`config.mk`:
```
export PLATFORM = sky130hd
export DESIGN_NAME = id_pipe_stage
export DESIGN_NICKNAME = d
export VERILOG_FILES = /design/src/rtl/id_pipe_stage.sv
export SDC_FILE = /design/constraint.sdc
export NUM_CORES = 1
export LEC_CHECK = 0
export ABC_AREA = 0
export BUFFER_PORTS_ARGS = -buffer_cell sky130_fd_sc_hd__buf_2
export CORE_AREA = 2 2 240 242
export DETAILED_ROUTE_END_ITERATION = 6
export DIE_AREA = 0 0 242 244
export GPL_TIMING_DRIVEN = 0
export PLACE_DENSITY_LB_ADDON = 0.3
export SETUP_SLACK_MARGIN = 0.02
export SYNTH_ARGS = -nofsm -noshare
export SYNTH_HDL_FRONTEND = slang
export SYNTH_SLANG_ARGS = --single-unit
```
`constraint.sdc`:
```
create_clock -name CLK -period 2.6 [get_ports CLK]
set_input_delay 0.13 -clock CLK [delete_from_list [all_inputs] [get_ports CLK]]
set_output_delay 0.13 -clock CLK [all_outputs]
set_load 0.03 [all_outputs]
```
`src/rtl/id_pipe_stage.sv`:
```
// id_pipe_stage: instruction-decode stage.
//   Reads operands from a register bank, with write-back forwarding.
//   Extends the 16-bit immediate.
//   Detects load-use hazards.
//   Holds the result in a valid/ready ID/EX register with stall, bubble and flush.
// Ports:
//   CLK, RESET          rising-edge clock, synchronous active-high reset
//   if_*                fetch handshake (if_valid/if_ready), instruction word and PC
//   uc_*                control from the external unit_control for the instruction at fetch
//   wb_*                register write-back port
//   flush               kills the decode slot and the ID/EX register
//   ex_ready / ex_*     ID/EX register contents and handshake toward execute
//   stall_cnt           saturating count of load-use stall cycles
// Instruction fields: WC=[23:20], RA=[19:16], RB=[15:12], IMM=[15:0].
// Only REG_AW <= 4 is meaningful, because the register fields are 4 bits wide.
module id_pipe_stage #(
  parameter int DATA_W      = 32,
  parameter int REG_AW      = 4,
  parameter int CTL_W       = 16,
  parameter int ZERO_R0     = 1,
  parameter int STALL_CNT_W = 16
) (
  input  logic                   CLK,
  input  logic                   RESET,
  input  logic                   if_valid,
  output logic                   if_ready,
  input  logic [31:0]            if_instr,
  input  logic [DATA_W-1:0]      if_pc,
  input  logic [CTL_W-1:0]       uc_ctl,
  input  logic                   uc_op_se,
  input  logic                   uc_w_rb,
  input  logic                   uc_rd_mem,
  input  logic                   uc_use_ra,
  input  logic                   uc_use_rb,
  input  logic                   wb_we,
  input  logic [REG_AW-1:0]      wb_addr,
  input  logic [DATA_W-1:0]      wb_data,
  input  logic                   flush,
  input  logic                   ex_ready,
  output logic                   ex_valid,
  output logic [CTL_W-1:0]       ex_ctl,
  output logic [DATA_W-1:0]      ex_pc,
  output logic [DATA_W-1:0]      ex_pra,
  output logic [DATA_W-1:0]      ex_prb,
  output logic [DATA_W-1:0]      ex_imm,
  output logic [REG_AW-1:0]      ex_wc,
  output logic                   ex_w_rb,
  output logic                   ex_rd_mem,
  output logic [STALL_CNT_W-1:0] stall_cnt
);

  localparam int NREG = 1 << REG_AW;

  logic [REG_AW-1:0] wc, ra, rb;
  assign wc = if_instr[20 +: REG_AW];
  assign ra = if_instr[16 +: REG_AW];
  assign rb = if_instr[12 +: REG_AW];

  // The opcode byte is decoded outside this block.
  logic unused_opcode;
  assign unused_opcode = ^if_instr[31:24];

  // Address 0 is hardwired to zero when ZERO_R0 is set.
  function automatic logic is_zero_reg(input logic [REG_AW-1:0] a);
    return (ZERO_R0 != 0) && (a == '0);
  endfunction

  // Register bank
  logic [DATA_W-1:0] rf [NREG];

  always_ff @(posedge CLK) begin
    if (RESET) begin
      for (int i = 0; i < NREG; i++) rf[i] <= '0;
    end else if (wb_we && !is_zero_reg(wb_addr)) begin
      rf[wb_addr] <= wb_data;
    end
  end

  // Operand read. A write in this cycle overrides the bank; the zero register overrides both.
  logic [DATA_W-1:0] opa, opb;
  always_comb begin
    opa = rf[ra];
    opb = rf[rb];
    if (wb_we && wb_addr == ra) opa = wb_data;
    if (wb_we && wb_addr == rb) opb = wb_data;
    if (is_zero_reg(ra)) opa = '0;
    if (is_zero_reg(rb)) opb = '0;
  end

  // Immediate extension. The signed cast also covers DATA_W == 16.
  logic [DATA_W-1:0] imm;
  assign imm = uc_op_se ? DATA_W'($signed(if_instr[15:0])) : DATA_W'(if_instr[15:0]);

  // Hazard and handshake
  logic advance, hazard, dep;
  assign advance = !ex_valid || ex_ready;
  assign dep     = (uc_use_ra && ex_wc == ra) || (uc_use_rb && ex_wc == rb);
  assign hazard  = if_valid && ex_valid && ex_rd_mem && ex_w_rb && !is_zero_reg(ex_wc) && dep;
  assign if_ready = !RESET && (flush || (advance && !hazard));

  // ID/EX register. The data fields are left untouched on flush and bubble;
  // only the valid bit is cleared.
  always_ff @(posedge CLK) begin
    if (RESET) begin
      ex_valid  <= 1'b0;
      ex_ctl    <= '0;
      ex_pc     <= '0;
      ex_pra    <= '0;
      ex_prb    <= '0;
      ex_imm    <= '0;
      ex_wc     <= '0;
      ex_w_rb   <= 1'b0;
      ex_rd_mem <= 1'b0;
    end else if (flush) begin
      ex_valid <= 1'b0;
    end else if (!advance) begin
      ex_valid <= ex_valid;
    end else if (hazard) begin
      ex_valid <= 1'b0;
    end else if (if_valid) begin
      ex_valid  <= 1'b1;
      ex_ctl    <= uc_ctl;
      ex_pc     <= if_pc;
      ex_pra    <= opa;
      ex_prb    <= opb;
      ex_imm    <= imm;
      ex_wc     <= wc;
      ex_w_rb   <= uc_w_rb;
      ex_rd_mem <= uc_rd_mem;
    end else begin
      ex_valid <= 1'b0;
    end
  end

  // Stall counter. It also counts hazard cycles while execute back-pressures,
  // and it holds at all-ones.
  always_ff @(posedge CLK) begin
    if (RESET) begin
      stall_cnt <= '0;
    end else if (hazard && !flush && stall_cnt != '1) begin
      stall_cnt <= stall_cnt + STALL_CNT_W'(1);
    end
  end

endmodule

```
==> results.json <==
{
  "path_class": "input port to flip-flop",
  "grt_antenna_before_repair": 5,
  "synth_largest_area_cell": "edfxtp_1",
  "core_area_mm2": 0.0562,
  "switching_share_pct": 25.8,
  "p_sw_mw": 6.69,
  "yosys_warnings": 0,
  "dpl.hpwl_um": 76200,
  "r2r_slack_ns": 0.11,
  "cp.arrival_ns": 3.06,
  "reg2regPathDepth": 7,
  "synth_top_area_share_pct": 46.0,
  "yosysUniqueCellTypes": 50,
  "pwr-share-clk_pct": 39.2,
  "p_per_area_mw_per_mm2": 661,
  "hold_viol": 0,
  "drt_wl_total_um": 115000,
  "rsz0062_at_grt": "yes",
  "timing.rr.start": "ex_wc[3]",
  "worstPathMaxFanout": 10,
  "hold_class": "input port to flip-flop",
  "finalSetupViolCount": 0,
  "fin_nets": 3287,
  "grt_pass1_wl_um": 165000,
  "wl_per_cell_um": 28.9,
  "max-cap-violations": 2,
  "ant_nets": 0,
  "tightest_slew_ns": 1.52,
  "routabilityCongestion": 0.956,
  "synth-edff-count": 512,
  "outcome": "complete, but fails checks",
  "root_buffer": "clkbuf_16",
  "drive_gt1_share_pct": 21.1,
  "drv_slew": 34,
  "p_leak_nw": 15.1,
  "initial_core_util_pct": 59.6,
  "synth.ff_latch_count": 664,
  "grt_pass1_vias": 26400,
  "synth_compound_area_share_pct": 8.27,
  "syn2layout_area_growth_pct": 17.4,
  "dieArea_mm2": 0.0590,
  "viasPerCell": 6.62,
  "io_pins": 295,
  "drc": 2,
  "violations": "design-rule violations, max-capacitance violations, max-slew violations",
  "hold-worst-slack_ns": 0.252,
  "end_kind": "flip-flop",
  "synthAdderAreaFrac_pct": 0.0374,
  "relSlewSlack_pct": -1.66,
  "port_buffers": 279,
  "cts_tree": "built",
  "p_seq_share_pct": 47.6,
  "startpoint": "if_instr[16]",
  "grtUsageTotal_pct": 38.4,
  "synth_commonest_cells": "edfxtp_1, and2_1, mux2i_1, nand2_1, clkbuf_1",
  "max_freq_mhz": 386,
  "drt_iter0_drc": 4148,
  "min_period_over_period_pct": 99.7,
  "vias": 26300,
  "combPwrFrac_pct": 13.2,
  "place_area_mm2": 0.0359,
  "htree_num_levels": 3,
  "cts_sinks": 664,
  "syn_inst": 2675,
  "cts_buffers": 70,
  "seq_area_frac_synth_pct": 55.1,
  "cp-start-kind": "input port",
  "synth-xor-area-share_pct": 0.550,
  "async_reset_ff_share_pct": 0,
  "first_pass_iters": 7,
  "synthMuxAreaShare_pct": 18.5,
  "die_w_um": 242,
  "finClkSkew_ns": 0.0150,
  "grt_max_degree": 33,
  "crit_end": "ex_pra[21]",
  "required_ns": 3.07,
  "post-route-min-period_ns": 2.59,
  "syn_area_mm2": 0.0335,
  "grt_overflow": 0,
  "synth_most_common_cell": "edfxtp_1",
  "reg2reg_to": "ex_prb[8]",
  "synth_top_cells_by_area": "edfxtp_1, dfxtp_1, and2_1",
  "synth_top_family_by_area": "multiplexers",
  "die_y_um": 244,
  "clk_pin_slew_ns": 0.06,
  "vdd_drop_max_v": 0.000650,
  "row_count": 87,
  "p_int_mw": 19.3,
  "ys.flop_type": "edfxtp_1",
  "stdcell_area_mm2": 0.0393,
  "synth-simple-area-share_pct": 14.1,
  "clk_latency_ns": 0.62,
  "cts_buffer_depth": 3,
  "syn_area_per_cell_um2": 12.5,
  "cts_setup_buffers": 0
}
[per-stage QoR]
step	power (mW)	util, %	instances	setup WS (ns)	TNS (ns)
after floorplan	14.5	-	2706	0.468	0
after global placement	15.6	63.9	3741	-0.506	-69.82
after detailed placement	15.7	64.0	3742	-0.530	-94.56
after CTS	25.7	69.9	3968	0.00844	0
after global routing	26.4	69.9	3970	-0.00918	-0.00918
final	26.0	69.9	3972	0.00863	0
[state kept, by name (all words and copies together), names as in the netlist]
signal / count
ex_ctl: 16
ex_imm: 17
ex_pc: 32
ex_pra: 32
ex_prb: 32
ex_rd_mem: 1
ex_valid: 1
ex_w_rb: 1
ex_wc: 4
rf: 512
stall_cnt: 16
[layout by cell type, fill, tap and decap left out, drive strengths merged, types with 3 or more instances in the layout]
cell | synthesis | routed
o2bb2ai | 64 | 64
o31ai | 6 | 6
nor2b | 10 | 10
mux2i | 252 | 252
nand3 | 75 | 75
diode | 0 | 4
dlygate4sd3 | 0 | 101
buf | 79 | 359
a32oi | 62 | 62
nand4 | 4 | 4
nand2 | 211 | 211
and2 | 483 | 483
nor3 | 11 | 11
a21oi | 141 | 141
or4 | 6 | 6
a22oi | 63 | 63
nor2 | 27 | 27
clkbuf | 187 | 295
and3 | 3 | 3
or2 | 15 | 15
nand2b | 3 | 3
mux2 | 65 | 65
mux4 | 131 | 131
xor2 | 14 | 14
dfxtp | 152 | 152
xnor2 | 7 | 7
conb | 1 | 32
bufinv | 0 | 3
o21ai | 66 | 66
edfxtp | 512 | 512
clkinv | 0 | 13
[how the worst min path moves through the flow]
stage / from / to / depth (start not counted)
4_1_cts: uc_use_rb / stall_cnt[10] / 6
2_1_floorplan: flush / ex_valid / 1
6_report: uc_use_rb / stall_cnt[10] / 6
5_1_grt: uc_use_rb / stall_cnt[10] / 6
3_3_place_gp: flush / ex_valid / 2
3_5_place_dp: flush / ex_valid / 2
[cells by family after synthesis]
logic type | after synthesis
simple gates | 858
flops | 664
mux | 448
compound gates | 414
buf+inv | 268
xor+xnor | 21
fa+ha+maj | 1
other cells | 1
[per-layer routing]
layer  part of all wire (%)  GRT usage (%)  vias up
li1                       -              -    10900
met1                     35           46.9    12800
met2                     46           60.6     2156
met3                     14           12.1      485
met4                    6.1           22.0        6
met5                  0.029           1.06        -
[final cells by class]
type | count | area [um2]
sequential | 664 | 18400
fill | 3884 | 16900
multi-input combinational | 1774 | 14000
timing repair buffer | 381 | 2430
clock buffer | 109 | 2140
buffer | 266 | 1170
tap | 756 | 946
clock inverter | 16 | 153
antenna | 4 | 10.0
inverter | 2 | 7.51
[timing repair]
action                                  in CTS  in global routing
hold endpoints to repair                   290                  0
endpoints found under the setup margin      50                124
hold buffers                               101                  0
gates resized for setup                      9                 14
[power groups by stage]
stage          clock, mW  sequential, mW  combinational, mW
2_1_floorplan          0            12.7               1.83
3_3_place_gp           0            12.5               3.09
3_5_place_dp           0            12.6               3.17
4_1_cts             10.1            12.3               3.32
5_1_grt             10.5            12.4               3.55
6_report            10.2            12.4               3.43
[critical path: stages]
cell and delay [ns]:
buf_2 0.16, buf_4 0.32, buf_4 0.37, xor2_1 0.11, nor3_1 0.17, nand3_1 0.52
clkbuf_1 0.52, o21ai_0 0.61, o2bb2ai_1 0.14
Note: power is estimated with default switching activity, not from simulation.
